--- src/rtl/lsu_pkg.sv ---
// Shared constants and types for the load/store unit: access-size codes,
// FSM state encoding and the per-size lane mask helper.
package lsu_pkg;

   localparam int WORD_BYTES = 8;
   localparam int OFF_BITS   = 3;

   localparam logic [1:0] SZ_B = 2'd0;
   localparam logic [1:0] SZ_H = 2'd1;
   localparam logic [1:0] SZ_W = 2'd2;
   localparam logic [1:0] SZ_D = 2'd3;

   typedef logic [2:0] lsu_state_t;

   localparam lsu_state_t ST_IDLE = 3'd0;
   localparam lsu_state_t ST_RD   = 3'd1;
   localparam lsu_state_t ST_CAP  = 3'd2;
   localparam lsu_state_t ST_WR   = 3'd3;
   localparam lsu_state_t ST_RESP = 3'd4;

   function automatic logic [63:0] size_mask(input logic [1:0] size);
      case (size)
         SZ_B:    size_mask = 64'h0000_0000_0000_00FF;
         SZ_H:    size_mask = 64'h0000_0000_0000_FFFF;
         SZ_W:    size_mask = 64'h0000_0000_FFFF_FFFF;
         default: size_mask = 64'hFFFF_FFFF_FFFF_FFFF;
      endcase
   endfunction

endpackage

--- src/rtl/lsu_align.sv ---
// Combinational lane logic: misalignment detect on the incoming request,
// sub-word load extract/extend and sub-word store merge on the latched request.
module lsu_align
   import lsu_pkg::*;
(
   input  logic [1:0]          chk_size,
   input  logic [OFF_BITS-1:0] chk_off,
   output logic                misaligned,
   input  logic [1:0]          size,
   input  logic [OFF_BITS-1:0] off,
   input  logic                is_unsigned,
   input  logic [63:0]         rdata,
   input  logic [63:0]         wdata,
   output logic [63:0]         load_data,
   output logic [63:0]         merged
);

   logic [5:0]  shamt;
   logic [63:0] lane;
   logic [63:0] mask;
   logic        sx;

   always_comb begin
      case (chk_size)
         SZ_B:    misaligned = 1'b0;
         SZ_H:    misaligned = chk_off[0];
         SZ_W:    misaligned = |chk_off[1:0];
         default: misaligned = |chk_off;
      endcase
   end

   assign shamt = {off, 3'b000};
   assign lane  = rdata >> shamt;
   assign mask  = size_mask(size);
   assign sx    = ~is_unsigned;

   // Dword loads return the lane as-is, so req_unsigned has no effect there.
   always_comb begin
      case (size)
         SZ_B:    load_data = {{56{sx & lane[7]}},  lane[7:0]};
         SZ_H:    load_data = {{48{sx & lane[15]}}, lane[15:0]};
         SZ_W:    load_data = {{32{sx & lane[31]}}, lane[31:0]};
         default: load_data = lane;
      endcase
   end

   assign merged = (rdata & ~(mask << shamt)) | ((wdata & mask) << shamt);

endmodule

--- src/rtl/lsu.sv ---
// Load/store unit: one request at a time against a 64-bit word memory with
// 1-cycle registered reads. Optional range check via LSU_BOUNDS_CHECK_EN.
module lsu
   import lsu_pkg::*;
#(
   parameter int MEM_WORDS = 1024
)
(
   input  logic        clk,
   input  logic        reset,
   input  logic        req_valid,
   output logic        req_ready,
   input  logic        req_write,
   input  logic [1:0]  req_size,
   input  logic        req_unsigned,
   input  logic [63:0] req_addr,
   input  logic [63:0] req_wdata,
   output logic        resp_valid,
   output logic [63:0] resp_rdata,
   output logic        resp_err,
   output logic [63:0] mem_addr,
   output logic [63:0] mem_wdata,
   output logic        mem_write,
   output logic        mem_read,
   input  logic [63:0] mem_rdata,
   output lsu_state_t  dbg_state
);

   localparam int AW = $clog2(MEM_WORDS);

   lsu_state_t          state;
   logic                write_q;
   logic [1:0]          size_q;
   logic [OFF_BITS-1:0] off_q;
   logic                unsigned_q;
   logic [63:0]         wdata_q;
   logic                misaligned;
   logic                out_of_range;
   logic [63:0]         load_data;
   logic [63:0]         merged;

`ifdef LSU_BOUNDS_CHECK_EN
   assign out_of_range = |req_addr[63:OFF_BITS+AW];
`else
   // Upper address bits are dropped: the word index wraps modulo MEM_WORDS.
   logic unused_addr_hi;
   assign unused_addr_hi = ^req_addr[63:OFF_BITS+AW];
   assign out_of_range   = 1'b0;
`endif

   lsu_align u_align (
      .chk_size    (req_size),
      .chk_off     (req_addr[OFF_BITS-1:0]),
      .misaligned  (misaligned),
      .size        (size_q),
      .off         (off_q),
      .is_unsigned (unsigned_q),
      .rdata       (mem_rdata),
      .wdata       (wdata_q),
      .load_data   (load_data),
      .merged      (merged)
   );

   // Handshake: a request is taken on an edge with req_valid && req_ready;
   // req_ready is high only in IDLE, and every request yields exactly one
   // single-cycle resp_valid pulse with resp_err qualified by it.
   always_ff @(posedge clk or posedge reset) begin
      if (reset) begin
         state      <= ST_IDLE;
         write_q    <= 1'b0;
         size_q     <= SZ_B;
         off_q      <= '0;
         unsigned_q <= 1'b0;
         wdata_q    <= '0;
         mem_addr   <= '0;
         mem_wdata  <= '0;
         resp_rdata <= '0;
         resp_err   <= 1'b0;
      end else begin
         case (state)
            ST_IDLE: begin
               if (req_valid) begin
                  write_q    <= req_write;
                  size_q     <= req_size;
                  off_q      <= req_addr[OFF_BITS-1:0];
                  unsigned_q <= req_unsigned;
                  wdata_q    <= req_wdata;
                  mem_addr   <= 64'(req_addr[OFF_BITS +: AW]);
                  resp_err   <= misaligned | out_of_range;
                  if (misaligned || out_of_range) begin
                     state <= ST_RESP;
                  end else if (req_write && req_size == SZ_D) begin
                     mem_wdata <= req_wdata;
                     state     <= ST_WR;
                  end else begin
                     state <= ST_RD;
                  end
               end
            end
            ST_RD: state <= ST_CAP;
            ST_CAP: begin
               if (write_q) begin
                  mem_wdata <= merged;
                  state     <= ST_WR;
               end else begin
                  resp_rdata <= load_data;
                  state      <= ST_RESP;
               end
            end
            ST_WR:   state <= ST_RESP;
            ST_RESP: state <= ST_IDLE;
            default: state <= ST_IDLE;
         endcase
      end
   end

   assign req_ready  = (state == ST_IDLE);
   assign mem_read   = (state == ST_RD);
   assign mem_write  = (state == ST_WR);
   assign resp_valid = (state == ST_RESP);
   assign dbg_state  = state;

endmodule

--- config.mk ---
export PLATFORM = sky130hd
export DESIGN_NAME = lsu
export DESIGN_NICKNAME = d
export VERILOG_FILES = /design/src/rtl/lsu_pkg.sv /design/src/rtl/lsu_align.sv /design/src/rtl/lsu.sv
export SDC_FILE = /design/constraint.sdc
export NUM_CORES = 1
export LEC_CHECK = 0
export ABC_AREA = 1
export BUFFER_PORTS_ARGS = -buffer_cell sky130_fd_sc_hd__buf_2
export CAP_MARGIN = 10
export CORE_MARGIN = 1.5
export CORE_UTILIZATION = 30
export CTS_BUF_LIST = sky130_fd_sc_hd__clkbuf_8 sky130_fd_sc_hd__clkbuf_16
export DETAILED_ROUTE_END_ITERATION = 7
export PLACE_DENSITY_LB_ADDON = 0.15
export SETUP_SLACK_MARGIN = 0.05
export SLEW_MARGIN = 5
export SYNTH_ARGS = -nofsm -noshare
export SYNTH_HDL_FRONTEND = slang
export SYNTH_SLANG_ARGS = --single-unit
--- constraint.sdc ---
create_clock -name clk -period 7 [get_ports clk]
set_clock_uncertainty 0.05 [all_clocks]
set_input_delay 0.35 -clock clk [delete_from_list [all_inputs] [get_ports clk]]
set_output_delay 0.35 -clock clk [all_outputs]
set_load 0.005 [all_outputs]
==> Yosys cells after proc, flatten, opt, wreduce, memory -nomap -nowiden <==
Index checks and enable logic that the tools add are counted.
{ "op_classes": {"shifts": 3, "bitwise_logic": 9, "eq_ne": 13, "n_mux": 13, "n_reduce_logical": 10} }
{ "ops": {"columns": ["op", "n"], "rows": [
  ["64-bit case mux with 3 select lines", 2],
  ["64-bit 2-to-1 mux", 4],
  ["64-bit bitwise AND", 2],
  ["64-bit case mux with 2 select lines", 1],
  ["64-bit by 6-bit left shift with 64-bit output", 2],
  ["64-bit NOT", 1],
  ["64-bit bitwise OR", 1],
  ["64-bit by 6-bit right shift with 64-bit output", 1],
  ["3-bit case mux with 4 select lines", 1],
  ["3-bit 2-to-1 mux", 3],
  ["2-bit == test, second input constant", 3],
  ["3-bit by 2-bit == test with 1-bit output, second input constant", 2],
  ["2-bit inequality test, second input constant", 3],
  ["5-bit AND reduction", 1],
  ["2-bit by 1-bit == test with 1-bit output, second input constant", 2],
  ["2-bit logical NOT", 2],
  ["2-bit AND reduction", 2],
  ["1-bit bitwise AND", 3],
  ["3-bit by 1-bit == test with 1-bit output, second input constant", 1],
  ["3-bit == test, second input constant", 1],
  ["3-bit logical NOT", 1],
  ["1-bit case mux with 3 select lines", 1],
  ["3-bit OR reduction", 1],
  ["2-bit 2-to-1 mux", 1],
  ["other kinds (5)", 6]
]} }
{ "totals": {"wordCells": 58, "in_bits": 199, "reg_bits": 213} }

==> Depth between registers and ports, before layout <==
Gate-level depths: netlist of the first run.
{ "depth": {"depth_word": 8, "ltp_mapped": 14, "ltp_nobuf": 11} }

==> Modules after synthesis <==
From an unflattened synthesis of the first run, not the netlist that was laid out.
{ "hier_totals": {"cells_unflattened": 2231, "area_unflattened_um2": 14495.2} }
{ "modules_own_cells": {"columns": ["mod", "n_inst", "seq_area_each_um2", "cells_each", "area_each_um2"], "rows": [
  ["lsu", 1, 5330.1, 1201, 9744.3],
  ["lsu_align", 1, 0.0, 1030, 4750.8]
]} }

==> Worst setup path before layout of the first run <==
Ideal clock, no wire load.
{ "synth_path": {"kind": "reg2reg", "start": "register state[0] (netlist: dbg_state[0])", "end": "register resp_rdata[39]", "required_ns": 6.836, "setup_time_ns": 0.114, "arrival_ns": 1.468, "path_slack_ns": 5.368, "period_less_slack_ns": 1.632, "path_buffers": 2, "stages_incl_launch_ff": 11, "path_cell_list": "dfrtp_1 > nor2_1 > inv_2 > nor2_4 > inv_2 > nor2_4 > buf_4 > buf_2 > nand2_1 > nor2_2 > nor2_2"} }
{ "synth_via": {"elab_chain_len": 2} }
{ "synth_lines": {"columns": ["item", "line_no", "rtl"], "rows": [
  ["start, declared", "lsu.sv:31", "lsu_state_t state;"],
  ["start signal, assigned", "lsu.sv:69", "state <= ST_IDLE;"],
  ["start signal, assigned", "lsu.sv:91", "state <= ST_RESP;"],
  ["start signal, assigned", "lsu.sv:94", "state <= ST_WR;"],
  ["3-bit by 2-bit == test with 1-bit output", "lsu.sv:80", "case (state)"],
  ["2-bit AND reduction (no line)", null, null],
  ["end signal, assigned", "lsu.sv:106", "resp_rdata <= load_data;"],
  ["end, declared", "lsu.sv:19", "output logic [63:0] resp_rdata,"]
]} }
No other way between the ends.
A chain may end at the register's enable or synchronous reset.

==> Worst setup path after layout of the first run <==
{ "layout_path": {"start": "register off_q[2]", "end": "register mem_wdata[32]"} }
{ "layout_via": {"elab_chain_len": 6} }
{ "layout_lines": {"columns": ["item", "line_no", "rtl"], "rows": [
  ["start, declared", "lsu.sv:34", "logic [OFF_BITS-1:0] off_q;"],
  ["start signal, assigned", "lsu.sv:85", "off_q <= req_addr[OFF_BITS-1:0];"],
  ["64-bit by 6-bit left shift with 64-bit output", "lsu_align.sv:47", "assign merged = (rdata & ~(mask << shamt)) | ((wdata & mask) << shamt);"],
  ["64-bit NOT", "lsu_align.sv:47", null],
  ["64-bit bitwise AND", "lsu_align.sv:47", null],
  ["64-bit bitwise OR *", "lsu_align.sv:47", null],
  ["64-bit 2-to-1 mux *", "lsu.sv:102", "if (write_q) begin"],
  ["64-bit case mux with 2 select lines *", "lsu.sv:80", null],
  ["end signal, assigned", "lsu.sv:93", "mem_wdata <= req_wdata;"],
  ["end signal, assigned", "lsu.sv:103", "mem_wdata <= merged;"],
  ["end, declared", "lsu.sv:22", "output logic [63:0] mem_wdata,"]
]} }
Mark *: on every way between the ends. The rest lies on a longest branch, timed or not. The select of a mux whose other input is x is not followed.

==> flow_results.org, run 1 <==
** Clocking
- No sink is reached through more buffers than the 3 on the longest clock path.
- TritonCTS built the clock tree.
- Clock slew at the register clock pins of the worst setup and hold paths :: 0.07 ns
- Cts bufs inserted :: 27
- Clock tree sinks :: 213
- Post-CTS repair changed the size of 0 cells.
- Clock insertion delay at the later pin of the skew report :: 0.56 ns
- CTS built an H-tree with a depth of 1.
- Clock tree root buffer cell :: clkbuf_16

** Routing
- In the routed design, unresolved DRC markers number 0.
- Met2 wirelength from detailed routing :: 28.4 mm
- Average wire per cell in the routed design :: 20.7 um
- Routed via count divided by cell count :: 4.87
- In the final routing, the length of wire on met1 measures 26.5 mm.
- Via count :: 14.2k
- DR iter-0 viols :: 1132
- The detail route stage leaves a number of antenna-violating nets equal to 0.
- Final Routed Wirelength :: 60.4 mm
- Length of the first detailed-routing pass in iterations :: 6
- Met3 Routed Length :: 4.02 mm
- Highest routed metal layer :: met4

** Synthesis
- Largest cells by area after synthesis :: dfrtp_1 (38%), nand2_1 (18%), nand3_1 (7.6%)
- Average cell area after synthesis :: 6.80 um^2
- After synthesis, the netlist uses 39 different library cells.
- Count of state elements after synthesis :: 213
- Library cell with the largest summed area after synthesis :: dfrtp_1
- After synthesis the cells add up to 14000 um^2.
- Synthesized instance count :: 2058
- Of the post-synthesis cell area, the dominant cell type holds 0.381.
- Synth warn :: 0
- Part of the Yosys area used for sequential elements :: 0.381

** Setup path
- Reg2reg start :: off_q[2]
- Traced cell by cell, the critical path runs through buf_4, nor2_4, inv_1, nand2_1, o21ai_2, nand3_1, nand3_1, nand2_1, nand2_1.
- Worst setup slack for register-to-register paths :: 3.80 ns
- CP Data Required Time :: 7.39 ns
- The critical path is of the reg2reg type.
- For this run, the slowest stage of the critical path takes 0.68 ns.
- For the worst flop-to-flop path, the logic depth is 9.
- Startpoint Class :: flop
- Crit end category :: flop
- Critical Path Slowest Stage Cell :: nor2_4
- Worst reg2reg path endpoint :: mem_wdata[32]
- STA puts the critical path data arrival time at 3.59 ns.
- In this run the worst path has a maximum fanout of 32.
- Among the stages of the critical path, the cell type that occurs most often is nand2_1.

** Placement
- Once detailed placement completed, the half-perimeter wirelength came to 45.9 mm.
- Final Wtd Congestion :: 0.940
- Placed cell count :: 2841
- In this run the cell area measured after placement is 15500 um^2.
- Number of I/O port buffers :: 293

** Finish
- The finished cells cover 16700 um^2.
- Counting the fill cells in the layout gives 5036.
- For this run, the post-layout net count is 2499.
- Leaving out filler cells and counting taps, the final layout contains 2921.
- Most used cells in the layout excluding fill and tap cells :: nand2_1 (659), buf_2 (293), nand3_1 (212)
- Leaving out fill and tap cells, the most frequent cell in the layout is nand2_1.
- Area Growth Syn to Fin :: 19.2%
- Share of final-layout standard cells stronger than drive strength 1 :: 0.212

** Die
- The die covers 47900 um^2.
- For this configuration, the core starts out at a cell density of 0.306.
- In this run the count of I/O pins placed on the die edge is 399.
- The die is 219 um wide.
- The core region is 45700 um^2.
- Number of placement rows :: 78
- In this run the vertical extent of the chip is 219 um.

** Power
- Summed over all cells, the static leakage comes to 8.71 nW.
- The internal power of the cells totals 4.00 mW.
- Of the total power, combinational logic draws 0.532.
- For this design the ratio of total power to cell area is 464 nW/um^2.
- Of the total power, the clock network draws 0.178.
- In this run the power spent charging and discharging nets is 3.73 mW.
- IR analysis of the VDD net gives a maximum drop of 0.229 mV.
- Of the total power, the share spent switching nets is 0.482.
- Sequential share of power :: 0.290

** Timing
- The final-report max-slew violation count came to 0.
- Unrepaired setup endpoints after global routing :: no
- Share of the clock period used by the worst path after layout :: 0.457
- The final number of hold-violating endpoints came to 0.
- Post-Route Setup TNS :: 0 ns
- Setup violations remaining at the end of the flow were counted as 0.
- Post-layout minimum cycle time :: 3.20 ns
- Derived from the worst setup path, the maximum achievable clock frequency is 0.312 GHz.
- For the pin with the worst max-slew slack, the measured transition is 1.05 ns.
- Headroom to the max-slew limit came out at 0.300.
- Worst hold slack :: 0.0136 ns

** Outcome
- Outcome :: completed

** Global routing
- The via count of the first global-routing pass came to 13.5k.
- Global router's overall resource usage :: 0.247
- Number of antenna violations at the first check in global routing :: 1
- Entering global routing, the biggest net connects 137 pins.
- Residual overflow from global routing :: 0
- Global-route wire length before repair :: 88.3 mm

** Min path
- The path with the worst hold slack has its endpoint at wdata_q[15].
- The worst hold path passes through 3 cells.
- The tightest min-delay check is of the in2reg type.
- The startpoint identified for the worst hold timing path is req_wdata[15].

** Run
- Max-capacitance violation count :: 0
[critical path: cells and delay by family, from the launching register on]
kind,cells,cell delay (ns)
AOI/OAI and AO/OA,1,0.13
buffers and inverters,2,0.88
DFF,1,0.60
and+or+nand+nor,6,1.39
[cell usage after synthesis (all sizes together)]
cell type  number
inv           160
nor3b           1
and2            1
o21a            2
o31ai           3
mux2           30
a21oi          89
buf           158
a22oi           7
nand4           6
conb            1
dfrtp         213
o21ai         157
nand2         667
or2            52
nand3         214
nor2          232
clkbuf         23
a21boi         11
o211ai         27
nor3            4
[sequential cells by signal, indices dropped and copies added, names as in the netlist]
register and count:
size_q 2, off_q 3, wdata_q 64, write_q 1
resp_rdata 64, resp_err 1, mem_wdata 64, unsigned_q 1
dbg_state 3, mem_addr 10
[layer usage]
metal,vias up,track usage
met4,0,0.0628
met5,-,0
met3,88,0.0347
met2,512,0.408
met1,6701,0.338
li1,6926,-
[metrics by stage]
stage,power (mW),worst slack (ns),utilization
after detailed placement,6.34,3.89,0.339
after global placement,6.33,3.88,0.339
after CTS,7.78,3.87,0.365
after floorplan,4.89,0.777,-
final,7.73,3.80,0.365
after global routing,8.35,3.65,0.365
[kinds of logic (layout without fill, tap and decap cells)]
group,count (synthesis),after routing,synth area share
and+or+nand+nor,1177,1177,0.356
buffers and inverters,341,550,0.120
AOI/OAI and AO/OA,296,296,0.118
DFF,213,213,0.381
muxes,30,30,0.0242
other,1,55,0.000268
[worst max path at each step]
stage              from  slack (ns)             to
2_1_floorplan     reset        0.78   dbg_state[0]
3_3_place_gp   off_q[2]        3.88  mem_wdata[39]
3_5_place_dp   off_q[2]        3.89  mem_wdata[39]
4_1_cts        off_q[0]        3.87  mem_wdata[23]
5_1_grt        off_q[2]        3.65  mem_wdata[32]
6_report       off_q[2]        3.80  mem_wdata[32]
[final cells by class]
class                      instances  area, um^2  area share
clock inverter                    14        92.6     0.00555
tap                              600         751      0.0450
timing repair buffer             341        1910       0.115
clock buffer                      35         786      0.0471
multi-input combinational       1557        7190       0.431
antenna                            1        2.50    0.000150
sequential                       213        5330       0.320
inverter                         160         611      0.0366
[repair_timing]
| item | in CTS | in global routing |
|---|---|---|
| endpoints found under the hold margin | 105 | 1 |
| endpoints found under the setup margin | 0 | 0 |
| hold buffers | 29 | 1 |
| setup buffers | 0 | 0 |
[power by group through the flow]
stage / clock (mW) / sequential [mW] / combinational (mW)
floorplan: 0 / 2.16 / 2.73
detailed placement: 0 / 2.25 / 4.09
global route: 1.47 / 2.31 / 4.57
finish: 1.38 / 2.24 / 4.12
global placement: 0 / 2.25 / 4.09
CTS: 1.42 / 2.24 / 4.13
Note: power is estimated with default switching activity, not from simulation.
==> run 2, diff against run 1 <==
==> constraint.sdc (replaced) <==
create_clock -name clk -period 2.7 [get_ports clk]
set_clock_uncertainty 0.05 [all_clocks]
set_input_delay 0.135 -clock clk [delete_from_list [all_inputs] [get_ports clk]]
set_output_delay 0.135 -clock clk [all_outputs]
set_load 0.005 [all_outputs]
==> run 2 against run 1 <==
Clock-buffer cell count down 2. Via count up 3.3%. Largest power group unchanged. Power rose to 2.7 times the previous value. Cell count up 3.6%. Critical endpoint is now mem_wdata[26]. Critical path type unchanged. Fmax up 36%. Sequential power rose to 2.6 times the previous value. First-iteration DRC count down 3.4%. Register-to-register slack worse by 3.4 ns. Non-clock buffer count up 103. Flip-flop and latch count unchanged.
==> flow_results.org, run 2 (synthesis results as in run 1) <==
** Finish
- Compared with the post-synthesis result, the final layout area differs by 27.0%.
- Most used cells in the layout excluding fill and tap cells :: nand2_1 (659), buf_2 (293), nand3_1 (212)
- NumNets Final :: 2601
- Largest registers :: mem_wdata (64), resp_rdata (64), wdata_q (64)
- Post-layout util :: 0.389
- Final Cell Area :: 17800 um^2
- Leaving out fill and tap cells, the most frequent cell in the layout is nand2_1.
- In the final layout, the share of cells above drive strength 1 is 0.222.
- Final Instance Count excl. Fillers :: 3025

** Global routing
- After global routing the overflow that remains totals 0.
- The first global-routing pass estimated 91.3 mm of wire.
- Entering global routing, the biggest net connects 94 pins.
- The number of antenna violations at the first check in global routing came to 3.
- Global router's overall resource usage :: 0.256
- The via count of the first global-routing pass came to 14.1k.

** Setup path
- The worst setup path is launched from a flop.
- Critical path origin :: off_q[2]
- CP Data Required Time :: 3.08 ns
- Worst reg2reg path endpoint :: mem_wdata[26]
- Reg2reg start :: off_q[2]
- R2R cell count :: 7
- Data on the critical path arrives at its endpoint at 2.73 ns.
- Critical path peak fanout :: 34
- Capture point of the critical path :: mem_wdata[26]
- Worst setup slack for register-to-register paths :: 0.35 ns
- The critical path is of the reg2reg type.
- The worst setup path is captured at a flop.

** Die
- Die X-Extent :: 219 um
- Area of the die :: 47900 um^2
- Number of placement rows :: 78
- Count of pins on the block boundary :: 399
- Die Y-Extent :: 219 um
- The initial utilization of the core area, before any placement, comes to 0.306.
- Core Area :: 45700 um^2

** Timing
- Unrepaired setup endpoints after global routing :: no
- Slew of the pin with the lowest slew margin :: 0.731 ns
- Derived from the worst setup path, the maximum achievable clock frequency is 0.426 GHz.
- The final number of hold-violating endpoints is 0.
- Max Transition Viols Final :: 0
- Worst hold slack :: 0.0285 ns
- Final setup vio count :: 0
- Counting I/O delays and the setup requirement, the final critical path takes 2.35 ns.
- In this run the tightest slew margin relative to its limit is 0.509.
- Share of the clock period used by the worst path after layout :: 0.870

** Power
- Of the total power, registers draw 0.275.
- For this design the static power due to leakage is 9.22 nW.
- Internal power consumption :: 11.0 mW
- Net Sw Power :: 9.89 mW
- VDD IR-drop max :: 0.505 mV
- Of the total power, the share spent switching nets is 0.473.
- Power share of the combinational group :: 0.548
- Power spread over the standard cell area amounts to 1180 nW/um^2.
- The share of total power dissipated in the clock network is 0.177.
- After layout, the design draws a total of 20.9 mW.

** Routing
- Via count :: 14.7k
- Dividing the detail-routed via count by the number of cells gives 4.86.
- DR iter-0 viols :: 1093
- In the routed design, unresolved DRC markers number 0.
- In this run the remaining antenna-violating nets after routing total 0.
- Final Routed Wirelength :: 63.0 mm
- Average wire per cell in the routed design :: 20.8 um
- The first detailed-routing pass ran for 7 iterations.

** Clocking
- Counting the buffers created by CTS gives 26.
- Clock insertion delay at the later pin of the skew report :: 0.54 ns
- Cts repair resizes :: 0
- CTS placed an instance of clkbuf_16 at the clock tree root.
- TritonCTS built the clock tree.
- Max Root-Sink Buffers :: 3
- Clock tree sinks :: 213
- Clock slew at the register clock pins of the worst setup and hold paths :: 0.06 ns
- H-tree lvl count :: 1

** Min path
- Kind of path behind the tightest hold check :: in2reg
- Launch instance of the worst min-delay path :: mem_rdata[18]

** Placement
- Placed cell count :: 2887
- The congestion estimate from routability-driven global placement came to 0.901.
- Detailed placement HPWL :: 48.7 mm
- Summing all placed instances gives a cell area of 16000 um^2.
- Number of I/O port buffers :: 293

** Outcome
- The run finished with clean final reports.

** Run
- The tool flagged a number of max-cap violations equal to 0.
-- run 2: changes by cell type in the layout (fill, tap and decap cells not counted), moves of 2 or more --
cell	change
buf_12	+11
buf_4	+35
bufinv_16	+2
clkbuf_8	-2
diode_2	+2
dlygate4sd3_1	+57
-- run 2: timing repair --
action	CTS	global route
setup buffers	0	0
hold buffers	87	0
endpoints found under the hold margin	187	0
-- run 2: routing by layer --
layer	up-vias	routed length, um	track usage
met5	-	10	0
met4	2	1770	0.0779
met3	82	2990	0.0249
met2	460	30000	0.429
met1	7028	28200	0.349
li1	7126	-	-
-- run 2: area by class of cell --
class                           instances  area (um^2)
Fill cell                            5059        27900
Multi-Input combinational cell       1557         7190
Sequential cell                       213         5330
Timing Repair Buffer                  444         2970
Clock buffer                           33          758
Tap cell                              600          751
Inverter                              160          607
Clock inverter                         15          146
Antenna cell                            3         7.51
-- run 2: worst min-delay path by stage --
stage,endpoint,slack [ns],cells after the start
final,mem_wdata[18],0.03,5
after global routing,mem_wdata[21],0.05,5
after detailed placement,resp_rdata[0],0.17,2
after global placement,resp_rdata[11],0.18,2
after CTS,mem_wdata[22],0.005,5
after floorplan,wdata_q[10],0.23,2
-- run 2: per-stage QoR --
stage | TNS, ns | worst slack (ns)
final | 0 | 0.351
after global routing | 0 | 0.189
after CTS | 0 | 0.405
after detailed placement | 0 | 0.419
after global placement | 0 | 0.407
after floorplan | -54.35 | -0.255
-- run 2: critical path, cell delays in order, from the launching register on --
cell and delay (ns):
dfrtp_2 0.45, inv_1 0.20, buf_4 0.42, o211ai_1 0.40, a21oi_1 0.38, nand2_1 0.13
nand3_1 0.09, nand2_1 0.06
-- run 2: power groups by stage --
stage	combinational, mW	sequential (mW)	clock [mW]
after floorplan	7.08	5.61	0
after global placement	11.3	5.77	0
after detailed placement	11.3	5.79	0
after CTS	11.5	5.76	3.81
after global routing	12.6	5.93	3.95
final	11.5	5.76	3.69
==> run 3, diff against run 2 <==
--- a/config.mk
+++ b/config.mk
@@ -17,4 +17,5 @@
 export SLEW_MARGIN = 5
 export SYNTH_ARGS = -nofsm -noshare
 export SYNTH_HDL_FRONTEND = slang
+export SYNTH_HIERARCHICAL = 1
 export SYNTH_SLANG_ARGS = --single-unit
==> run 3 against run 2 <==
Fmax down 5.8%. Die area increased by 3.6%. Register-to-register slack got worse by 0.15 ns. Global-route usage up 0.11 points. Flip-flop and latch count did not move. Combinational power rose by 17%. Highest routed layer unchanged.
==> flow_results.org, run 3 <==
** Synthesis
- Synthesis instantiated 31 different standard cells from the library.
- Commonest cells in the netlist :: nand2_1 (871), nand3_1 (343), o21ai_0 (227)
- EDFF count, synth :: 0
- Area share of the largest cell type after synthesis :: 0.368
- The Yosys step of the flow raised 6 warnings.
- Yosys attributes the largest share of cell area to dfrtp_1 (37%), nand2_1 (23%), nand3_1 (12%).
- Synthesized instance count :: 2231
- For this run, asynchronously set or reset flops after synthesis account for 1.00.
- Of the synthesized area, sequential elements account for 0.368.
- After synthesis the netlist holds a flip-flop and latch count of 213.
- Average cell area after synthesis :: 6.50 um^2
- Post-Synthesis Cell Area :: 14500 um^2
- Library cell with the largest summed area after synthesis :: dfrtp_1
- In the post-synthesis netlist, the cell with the most instances is nand2_1.
- For this run, the leading register cell type out of synthesis is dfrtp_1.

** Power
- The internal portion of the total power is 11.1 mW.
- IR analysis of the VDD net gives a maximum drop of 0.460 mV.
- Overall power :: 22.8 mW
- Dividing total power by cell area gives a power density of 1260 nW/um^2.
- The share of total power dissipated in the clock network is 0.152.
- Of the total power, combinational logic draws 0.593.
- Of the total power, registers draw 0.255.
- The analysis attributes to cell leakage a power of 9.67 nW.
- The analysis attributes to net switching a power of 11.7 mW.
- Of the total power, the share spent switching nets is 0.513.

** Timing
- Share of the clock period used by the worst path after layout :: 0.924
- Final number of hold-violating endpoints :: 0
- Max Transition Viols Final :: 0
- Setup violations remaining at the end of the flow were counted as 0.
- Maximum operating frequency :: 0.401 GHz
- Unrepaired setup endpoints after global routing :: no
- After layout, the minimum clock period comes to 2.49 ns.
- Relative slew margins :: 0.508
- Slew of the pin with the lowest slew margin :: 0.738 ns

** Routing
- The routed layout has 16.0k vias.
- DR iter-0 viols :: 1482
- Routed Antenna Nets :: 0
- After detailed routing, the number of vias per cell comes to 5.06.
- Post-detailed-route DRC marker count :: 0
- Before antenna repair, the detailed router went through 5 iterations.
- Wires add up to 65.5 mm.
- Dividing the detail-routed wire length by the instance count gives 20.7 um.

** Global routing
- Global-route wire length before repair :: 97.5 mm
- Number of antenna violations at the first check in global routing :: 6
- Entering global routing, the biggest net connects 110 pins.
- Vias in the first global route :: 15.4k
- After global routing the overflow that remains totals 0.
- Global router's overall resource usage :: 0.257

** Setup path
- Worst reg2reg path endpoint :: resp_rdata[18]
- The critical path in this run is classified as reg2reg.
- In this run the worst path has a maximum fanout of 40.
- At the worst endpoint, the required time is 3.08 ns.
- Worst setup slack for register-to-register paths :: 0.21 ns
- The worst setup path is launched from a flop.
- R2R cell count :: 10
- Crit end category :: flop
- Critical path origin :: off_q[0]
- Reg2reg start :: off_q[0]
- At the worst endpoint, the arrival time is 2.87 ns.

** Clocking
- Clock tree sinks :: 213
- TritonCTS built the clock tree.
- Max Root-Sink Buffers :: 3
- At the later pin of the worst-skew pair, clock insertion delay measures 0.55 ns.
- Clock slew at the register clock pins of the worst setup and hold paths :: 0.06 ns
- Cts bufs inserted :: 27
- Gates resized during post-CTS repair numbered 0.
- CTS built an H-tree with a depth of 1.
- Clock tree root buffer cell :: clkbuf_16

** Run
- The tool flagged a number of max-cap violations equal to 0.

** Placement
- Routability-driven placement finished with a final weighted congestion of 0.947.
- Placed cell count :: 3031
- During placement, the flow inserted port buffers numbering 293.
- Detailed placement finished with a half-perimeter wire length of 50.2 mm.

** Finish
- Post-layout util :: 0.378
- Area occupied by registers :: 5330 um^2
- Area Growth Syn to Fin :: 24.5%
- At the end of the flow, the number of nets in the layout was 2729.
- In the layout the commonest cells are nand2_1 (869), nand3_1 (341), buf_2 (293).
- # fillers :: 5298
- After the flow finishes, the layout carries non-filler instances totaling 3168.
- The largest registers in the layout are mem_wdata (64), resp_rdata (64), wdata_q (64).
- Leading cell type in the layout, fill and taps excluded :: nand2_1
- The multi-input combinational cells in the finished layout cover a total of 7610 um^2.
- Of the cells placed in the final design, the portion with a size suffix greater than 1 is 0.171.

** Die
- After floorplanning, the core was divided into 80 placement rows.
- From left edge to right edge, the die measures 223 um.
- 399 I/O pins were placed.
- Die Y-Extent :: 223 um
- The die covers 49600 um^2.
- The initial utilization of the core area, before any placement, comes to 0.304.
- Core Area :: 47700 um^2

** Min path
- The tightest min-delay check is of the in2reg type.
- Counting instances, the worst hold path has a depth of 5.
- Sink of the worst hold path :: resp_rdata[60]
- Launch instance of the worst min-delay path :: mem_rdata[60]

** Outcome
- The flow ran to the end, and the final reports show no timing, DRC or antenna violations.
-- run 3: per-layer routing --
layer | GRT usage | share of wire | vias up
met4 | 0.0750 | 0.026 | 2
met1 | 0.360 | 0.45 | 7611
met2 | 0.410 | 0.46 | 563
li1 | - | - | 7774
met5 | 0 | 0.00026 | -
met3 | 0.0387 | 0.062 | 81
-- run 3: power groups by stage --
stage / Clock [mW] / Combinational, mW / Sequential, mW
after detailed placement: 0 / 13.3 / 5.86
after global routing: 3.69 / 15.0 / 6.01
after floorplan: 0 / 8.36 / 5.59
final: 3.46 / 13.5 / 5.82
after CTS: 3.56 / 13.5 / 5.83
after global placement: 0 / 13.3 / 5.83
-- run 3: cell type report --
class / count / area share
tap: 615 / 0.0426
antenna: 7 / 0.000971
timing repair buffer: 441 / 0.164
multi-input combinational: 1711 / 0.422
clock buffer: 33 / 0.0420
sequential: 213 / 0.296
clock inverter: 12 / 0.00444
inverter: 136 / 0.0285
-- run 3: kinds of logic after synthesis --
| family | synth area share |
|---|---|
| and+or+nand+nor | 0.380 |
| buffers and inverters | 0.123 |
| AOI/OAI and AO/OA | 0.128 |
| DFF | 0.368 |
| other | 0.000259 |
-- run 3: worst max-delay path by stage --
stage | endpoint | slack (ns) | depth (start not counted)
4_1_cts | resp_rdata[18] | 0.24 | 10
3_3_place_gp | resp_rdata[29] | 0.26 | 11
6_report | resp_rdata[18] | 0.21 | 10
2_1_floorplan | dbg_state[0] | -0.26 | 1
5_1_grt | mem_wdata[50] | 0.07 | 13
3_5_place_dp | resp_rdata[18] | 0.26 | 10
-- run 3: what timing repair did --
action / CTS / global route
endpoints found under the hold margin: 361 / 0
hold buffers: 85 / 0
setup buffers: 0 / 0
-- run 3: critical path, cell delays in order (launching register included) --
cell and delay [ns]:
dfrtp_2 0.45, inv_2 0.33, buf_12 0.27, buf_4 0.31, o21ai_0 0.23, nand2_1 0.15, o21ai_0 0.09, o21ai_0 0.25
nand2_1 0.10, inv_1 0.07, o21ai_1 0.06
-- run 3: metrics by stage --
| step | hold WS, ns | TNS, ns | area [um^2] | setup slack, ns |
|---|---|---|---|---|
| floorplan | 0.202 | -54.35 | 14700 | -0.255 |
| global placement | 0.290 | 0 | 16300 | 0.262 |
| detailed placement | 0.296 | 0 | 16300 | 0.255 |
| CTS | 0.00802 | 0 | 18000 | 0.242 |
| global route | 0.0453 | 0 | 18000 | 0.0738 |
| finish | 0.0386 | 0 | 18000 | 0.205 |
